--- config.mk ---
export PLATFORM = sky130hd
export DESIGN_NAME = mul8_seq_ctrl_flat
export DESIGN_NICKNAME = d
export VERILOG_FILES = /design/src/rtl/mul8_seq_pkg.sv /design/src/rtl/mul8_seq_ctrl_if.sv /design/src/rtl/mul8_seq_ctrl_mul4x4.sv /design/src/rtl/mul8_seq_ctrl.sv /design/src/flat_wrapper.sv
export SDC_FILE = /design/constraint.sdc
export NUM_CORES = 1
export LEC_CHECK = 0
export CAP_MARGIN = 20
export CORE_UTILIZATION = 52
export CTS_CLUSTER_DIAMETER = 200
export DETAILED_ROUTE_END_ITERATION = 10
export PLACE_DENSITY_LB_ADDON = 0.3
export SETUP_SLACK_MARGIN = 0.1
export SLEW_MARGIN = 20
export SYNTH_ARGS = -nofsm -noshare
export SYNTH_HDL_FRONTEND = slang
export SYNTH_SLANG_ARGS = --single-unit
--- constraint.sdc ---
create_clock -name clock -period 4.7 [get_ports clock]
set_input_delay 0.47 -clock clock [delete_from_list [all_inputs] [get_ports clock]]
set_output_delay 0.47 -clock clock [all_outputs]
set_load 0.01 [all_outputs]
--- src/rtl/mul8_seq_pkg.sv ---
// Shared types and constants for the sequential 8x8 multiplier built around one 4x4 multiplier.
package mul8_seq_pkg;

   localparam int OP_W      = 8;
   localparam int PROD_W    = 16;
   localparam int NUM_STEPS = 4;
   localparam int NIB_W     = 4;
   localparam int STEP_W    = $clog2(NUM_STEPS);

   typedef enum logic [1:0] {
      IDLE = 2'd0,
      CALC = 2'd1,
      DONE = 2'd2
   } state_e;

   // Left shift of each partial product: step 0 -> 0, steps 1/2 -> 4, step 3 -> 8.
   function automatic logic [3:0] step_shift(input logic [STEP_W-1:0] step);
      return {step[1] & step[0], step[1] ^ step[0], 2'b00};
   endfunction

endpackage

--- src/rtl/mul8_seq_ctrl_if.sv ---
// Request/result bundle of the sequential multiplier: operands and start in, busy/done/product out.
interface mul8_seq_ctrl_if;
   import mul8_seq_pkg::*;

   logic              start;
   logic [OP_W-1:0]   a;
   logic [OP_W-1:0]   b;
   logic              busy;
   logic              done;
   logic [PROD_W-1:0] p;

   modport master (output start, a, b, input busy, done, p);
   modport slave  (input start, a, b, output busy, done, p);

endinterface

--- src/rtl/mul8_seq_ctrl_mul4x4.sv ---
// Purely combinational 4x4 unsigned multiplier; the only multiplier in the block.
module mul4x4
   import mul8_seq_pkg::*;
(
   input  logic [NIB_W-1:0]   i_x,
   input  logic [NIB_W-1:0]   i_y,
   output logic [2*NIB_W-1:0] o_p
);

   assign o_p = (2*NIB_W)'(i_x) * (2*NIB_W)'(i_y);

endmodule

--- src/rtl/mul8_seq_ctrl.sv ---
// Sequential 8x8 multiplier: four nibble partial products accumulated over four CALC cycles.
// Optional zero-operand shortcut enabled by defining MUL8_SEQ_EARLY_OUT_EN.
module mul8_seq_ctrl
   import mul8_seq_pkg::*;
(
   input  logic           clock,
   input  logic           reset,
   mul8_seq_ctrl_if.slave bus
);

   state_e              r_state;
   state_e              w_state_next;
   logic [OP_W-1:0]     r_a;
   logic [OP_W-1:0]     r_b;
   logic [PROD_W-1:0]   r_acc;
   logic [PROD_W-1:0]   r_p;
   logic [STEP_W-1:0]   r_step;

   logic                w_accept;
   logic                w_zero_op;
   logic                w_last_step;
   logic [NIB_W-1:0]    w_nib_a;
   logic [NIB_W-1:0]    w_nib_b;
   logic [2*NIB_W-1:0]  w_pp;
   logic [PROD_W-1:0]   w_acc_next;
   logic                w_busy;
   logic                w_done;

   assign w_accept    = (r_state == IDLE) && bus.start;
   assign w_last_step = (r_step == STEP_W'(NUM_STEPS - 1));

`ifdef MUL8_SEQ_EARLY_OUT_EN
   assign w_zero_op = (bus.a == '0) || (bus.b == '0);
`else
   assign w_zero_op = 1'b0;
`endif

   // Step bit 1 picks the high nibble of a, step bit 0 the high nibble of b.
   assign w_nib_a = r_step[1] ? r_a[OP_W-1:NIB_W] : r_a[NIB_W-1:0];
   assign w_nib_b = r_step[0] ? r_b[OP_W-1:NIB_W] : r_b[NIB_W-1:0];

   mul4x4 u_mul4x4 (
      .i_x (w_nib_a),
      .i_y (w_nib_b),
      .o_p (w_pp)
   );

   assign w_acc_next = r_acc + (PROD_W'(w_pp) << step_shift(r_step));

   // NOTE: sequential state uses non-blocking (<=) so every register samples pre-edge values.
   always_ff @(posedge clock or posedge reset) begin
      if (reset) r_state <= IDLE;
      else       r_state <= w_state_next;
   end

   // NOTE: default assignment first so no path through this block can infer a latch.
   always_comb begin
      w_state_next = r_state;
      case (r_state)
         IDLE:    if (bus.start) w_state_next = w_zero_op ? DONE : CALC;
         CALC:    if (w_last_step) w_state_next = DONE;
         DONE:    w_state_next = IDLE;
         default: w_state_next = IDLE;
      endcase
   end

   // p is written only when entering DONE, so partial sums never reach the output.
   always_ff @(posedge clock or posedge reset) begin
      if (reset) begin
         r_a    <= '0;
         r_b    <= '0;
         r_acc  <= '0;
         r_step <= '0;
         r_p    <= '0;
      end else begin
         case (r_state)
            IDLE: begin
               if (w_accept) begin
                  r_a    <= bus.a;
                  r_b    <= bus.b;
                  r_acc  <= '0;
                  r_step <= '0;
                  if (w_zero_op) r_p <= '0;
               end
            end
            CALC: begin
               r_acc  <= w_acc_next;
               r_step <= r_step + 1'b1;
               if (w_last_step) r_p <= w_acc_next;
            end
            default: ;
         endcase
      end
   end

   always_comb begin
      w_busy = (r_state != IDLE);
      w_done = (r_state == DONE);
   end

   assign bus.busy = w_busy;
   assign bus.done = w_done;
   assign bus.p    = r_p;

endmodule
--- src/flat_wrapper.sv ---
// flat-port wrapper written by rule: the top's interface ports become plain ports
module mul8_seq_ctrl_flat import mul8_seq_pkg::*;
  (clock, reset, bus_start, bus_a, bus_b, bus_busy, bus_done, bus_p);
  mul8_seq_ctrl_if bus_i ();
  input  logic clock;
  input  logic reset;
  input wire logic [$bits(bus_i.start)-1:0] bus_start;
  input wire logic [$bits(bus_i.a)-1:0] bus_a;
  input wire logic [$bits(bus_i.b)-1:0] bus_b;
  output wire logic [$bits(bus_i.busy)-1:0] bus_busy;
  output wire logic [$bits(bus_i.done)-1:0] bus_done;
  output wire logic [$bits(bus_i.p)-1:0] bus_p;
  assign bus_i.start = bus_start;
  assign bus_i.a = bus_a;
  assign bus_i.b = bus_b;
  assign bus_busy = bus_i.busy;
  assign bus_done = bus_i.done;
  assign bus_p = bus_i.p;
  mul8_seq_ctrl u_core (.clock(clock), .reset(reset), .bus(bus_i));
endmodule
==> flow_metrics.tcl <==
set metrics [dict create \
    finalCriticalPeriod_ns 4.85 \
    place_congestion 0.876 \
    fin_cells 549 \
    tightest_slew_ns 1.06 \
    yosysWarnings 0 \
    slew_headroom_pct 29.4 \
    grtUsageTotal_pct 23.7 \
    fin_ws_ns -0.147 \
    cts.sinks 52 \
    n_fill_cell 502 \
    r2r_slack_ns -0.15 \
    synth_cell_types 47 \
    placementRows 29 \
    via_per_inst 5.53 \
    dr.pass1.iters 4 \
    drive_above_1_share_pct 21.6 \
    drv_cap 0 \
    synth_async_sr_flop_share_pct 100 \
    postSynthAreaPerCell_um2 8.50 \
    synthTopCellsByArea "dfrtp_1 38%, ha_1 10%, nand2_1 9.0%" \
    r2r_end "u_core.r_acc[15]$_DFFE_PP0P_" \
    syn2layout_area_growth_pct 28.8 \
    violations "setup timing" \
    whs_endpoint "u_core.r_b[3]$_DFFE_PP0P_" \
    dp_slack_ns -0.157 \
    top_usage_layer "met2" \
    min_period_over_period_pct 103 \
    crit_type "reg2reg" \
    hold_viol 0 \
    io_buffers 36 \
    vias 3037 \
    holdPathStages 2 \
    setup_viol_count_final 6 \
    gr-usage-met2_pct 42.6 \
    max-clock-path-buffers 2 \
    required_ns 4.95 \
    seq_area_frac_synth_pct 37.5 \
    dp_hpwl_um 5670 \
    synth-main-ff-cell "dfrtp_1" \
    hold_path_startpoint "u_core.r_b[3]$_DFFE_PP0P_" \
    reg2reg_depth 18 \
    htree_levels 2 \
    core-area_um2 6390 \
    end_kind "flop" \
    antennaDiodeCount 0 \
    reg2reg_from "u_core.r_step[1]$_DFFE_PP0P_" \
    ant_nets 0 \
    grt_pass1_wl_um 13400 \
    final_nets 523 \
    slew_viol_final 0 \
    syn_area_um2 3470 \
    max_clock_freq_ghz 0.206 \
    skew_ns 0.0143 \
    syn_inst 408 \
    root_buffer "clkbuf_8" \
    setup.worst_path.start_class "flop" \
    drt_iter0_drc 149 \
    dieArea_um2 7000 \
    status "finished, violations left" \
    synth_top_area_cell "dfrtp_1" \
    ys_ff_latch 52 \
    synth-edff-count 0 \
    cp_max_fo 4 \
    syn-num-nets 460 \
    antenna_found_initial 0 \
    holdBufCountCts 0 \
    clk_pin_slew_ns 0.10 \
    wl_um 8050 \
    die_width_um 83.7 \
    wire_per_inst_um 14.7 \
    die_h_um 83.7 \
    hold_class "reg2reg" \
    grtUsageMet1_pct 29.7 \
    cts_tree "built" \
    start_util_pct 54.3 \
    rsz0062_at_grt "yes" \
    met3_usage_pct 3.07 \
    drc 0 \
    io_pins 37 \
    crit_arrival_ns 5.10 \
    grt_overflow 0 \
    yosysTopAreaCellShare_pct 37.5 \
    grt_max_degree 53 \
    grt_pass1_vias 2961 \
    numCtsBuffers 5 \
    clk_latency_ns 0.32 \
    placedCellCount 531 \
]
-- metrics by stage --
stage / hold slack, ns / utilization [%] / area [um2] / TNS, ns
CTS: 0.486 / 66.6 / 4250 / -0.235
detailed placement: 0.463 / 63.7 / 4070 / -0.540
global route: 0.523 / 69.9 / 4470 / -2.85
finish: 0.479 / 69.9 / 4470 / -0.348
global placement: 0.458 / 63.7 / 4070 / -0.0764
floorplan: 0.445 / - / 3500 / -0.0352
-- critical path, cell delays in order (launching register included) --
cell and delay (ns):
dfrtp_2 0.45, mux2i_2 0.16, or2_4 0.26, fa_1 0.55, inv_2 0.04, fa_2 0.54
inv_2 0.04, fa_2 0.34, xor2_1 0.17, mux2_4 0.30, nor2b_2 0.12, ha_1 0.27
and4_4 0.22, and3_4 0.18, a211o_1 0.30, a221oi_4 0.31, xnor2_2 0.12, or3_1 0.32
o21ai_1 0.09
-- metal layers --
metal  vias to the layer above  wire length, um
met2                        62             4180
met4                         0              140
met5                         -                0
li1                       1526                -
met3                        12              264
met1                      1437             3470
-- state kept, by name, indices dropped and copies added, names as in the netlist --
| name | count |
|---|---|
| u_core.r_b | 8 |
| u_core.r_acc | 16 |
| u_core.r_step | 2 |
| u_core.r_a | 8 |
| u_core.r_state | 2 |
| u_core.bus.p | 16 |
-- kinds of logic (layout without fill, tap and decap cells) --
group / Yosys count / after routing / share of synthesized area, %
simple gates: 177 / 177 / 23.9
flops: 52 / 52 / 37.5
mux: 10 / 10 / 2.92
buf+inv: 40 / 104 / 5.16
compound gates: 82 / 82 / 14.0
fa+ha+maj: 33 / 33 / 13.0
xor+xnor: 14 / 14 / 3.54
-- synthesized netlist by cell type (3+ instances only) --
master     n
a21o_1     4
a21oi_1   19
and2_1     3
clkbuf_1  17
dfrtp_1   52
fa_1       5
ha_1      28
inv_1     18
mux2i_1    9
nand2_1   83
nand2b_1   6
nand3_1   24
nand4b_1   3
nor2_1    24
nor2b_1    8
nor3_1     8
o211ai_1   3
o21ai_0   38
or2_2      7
xnor2_1    8
xor2_1     6
-- worst max-delay path by stage --
stage	start	to	slack [ns]	depth (start not counted)
floorplan	u_core.r_step[1]$_DFFE_PP0P_	u_core.r_acc[15]$_DFFE_PP0P_	-0.04	20
global placement	u_core.r_step[1]$_DFFE_PP0P_	u_core.r_acc[15]$_DFFE_PP0P_	-0.05	18
detailed placement	u_core.r_step[1]$_DFFE_PP0P_	u_core.r_acc[15]$_DFFE_PP0P_	-0.16	19
CTS	u_core.r_step[1]$_DFFE_PP0P_	u_core.r_acc[15]$_DFFE_PP0P_	-0.11	20
global route	u_core.r_step[1]$_DFFE_PP0P_	u_core.r_acc[15]$_DFFE_PP0P_	-0.36	19
finish	u_core.r_step[1]$_DFFE_PP0P_	u_core.r_acc[15]$_DFFE_PP0P_	-0.15	18
-- what timing repair did --
action                                 CTS  global route
setup endpoints to repair               15            18
endpoints found under the hold margin    0             0
resized for setup                       17            42
pin swaps                               11            22
setup buffers                            6             5
-- cells in the final DEF, fill, tap and decap left out, types with 6 or more instances in the layout --
cell type        Yosys  layout
dfrtp_1             52      50
nand2b_1             6       6
nor2_1              24      22
nand3_1             24      22
buf_6                2       6
a21oi_1             19      14
ha_1                28      25
nor2b_1              8       7
xor2_1               6       6
clkdlybuf4s50_1      0      36
nand2_1             83      80
o21ai_1              1      11
o21ai_0             38      24
buf_4                1      36
mux2i_1              9       6
clkbuf_8             1       6
nor3_1               8       8
inv_1               18      15
-- cell type report --
cell class	instances	area, um2	share of cell area [%]
inverter	18	68.8	1.54
timing repair buffer	78	698	15.6
clock buffer	7	86.3	1.93
clock inverter	1	7.51	0.168
tap	77	96.3	2.16
sequential	52	1300	29.2
multi-input combinational	316	2200	49.4
Power is not shown: default switching activity piles up to over one toggle a cycle in this logic, so the estimate is an artifact.
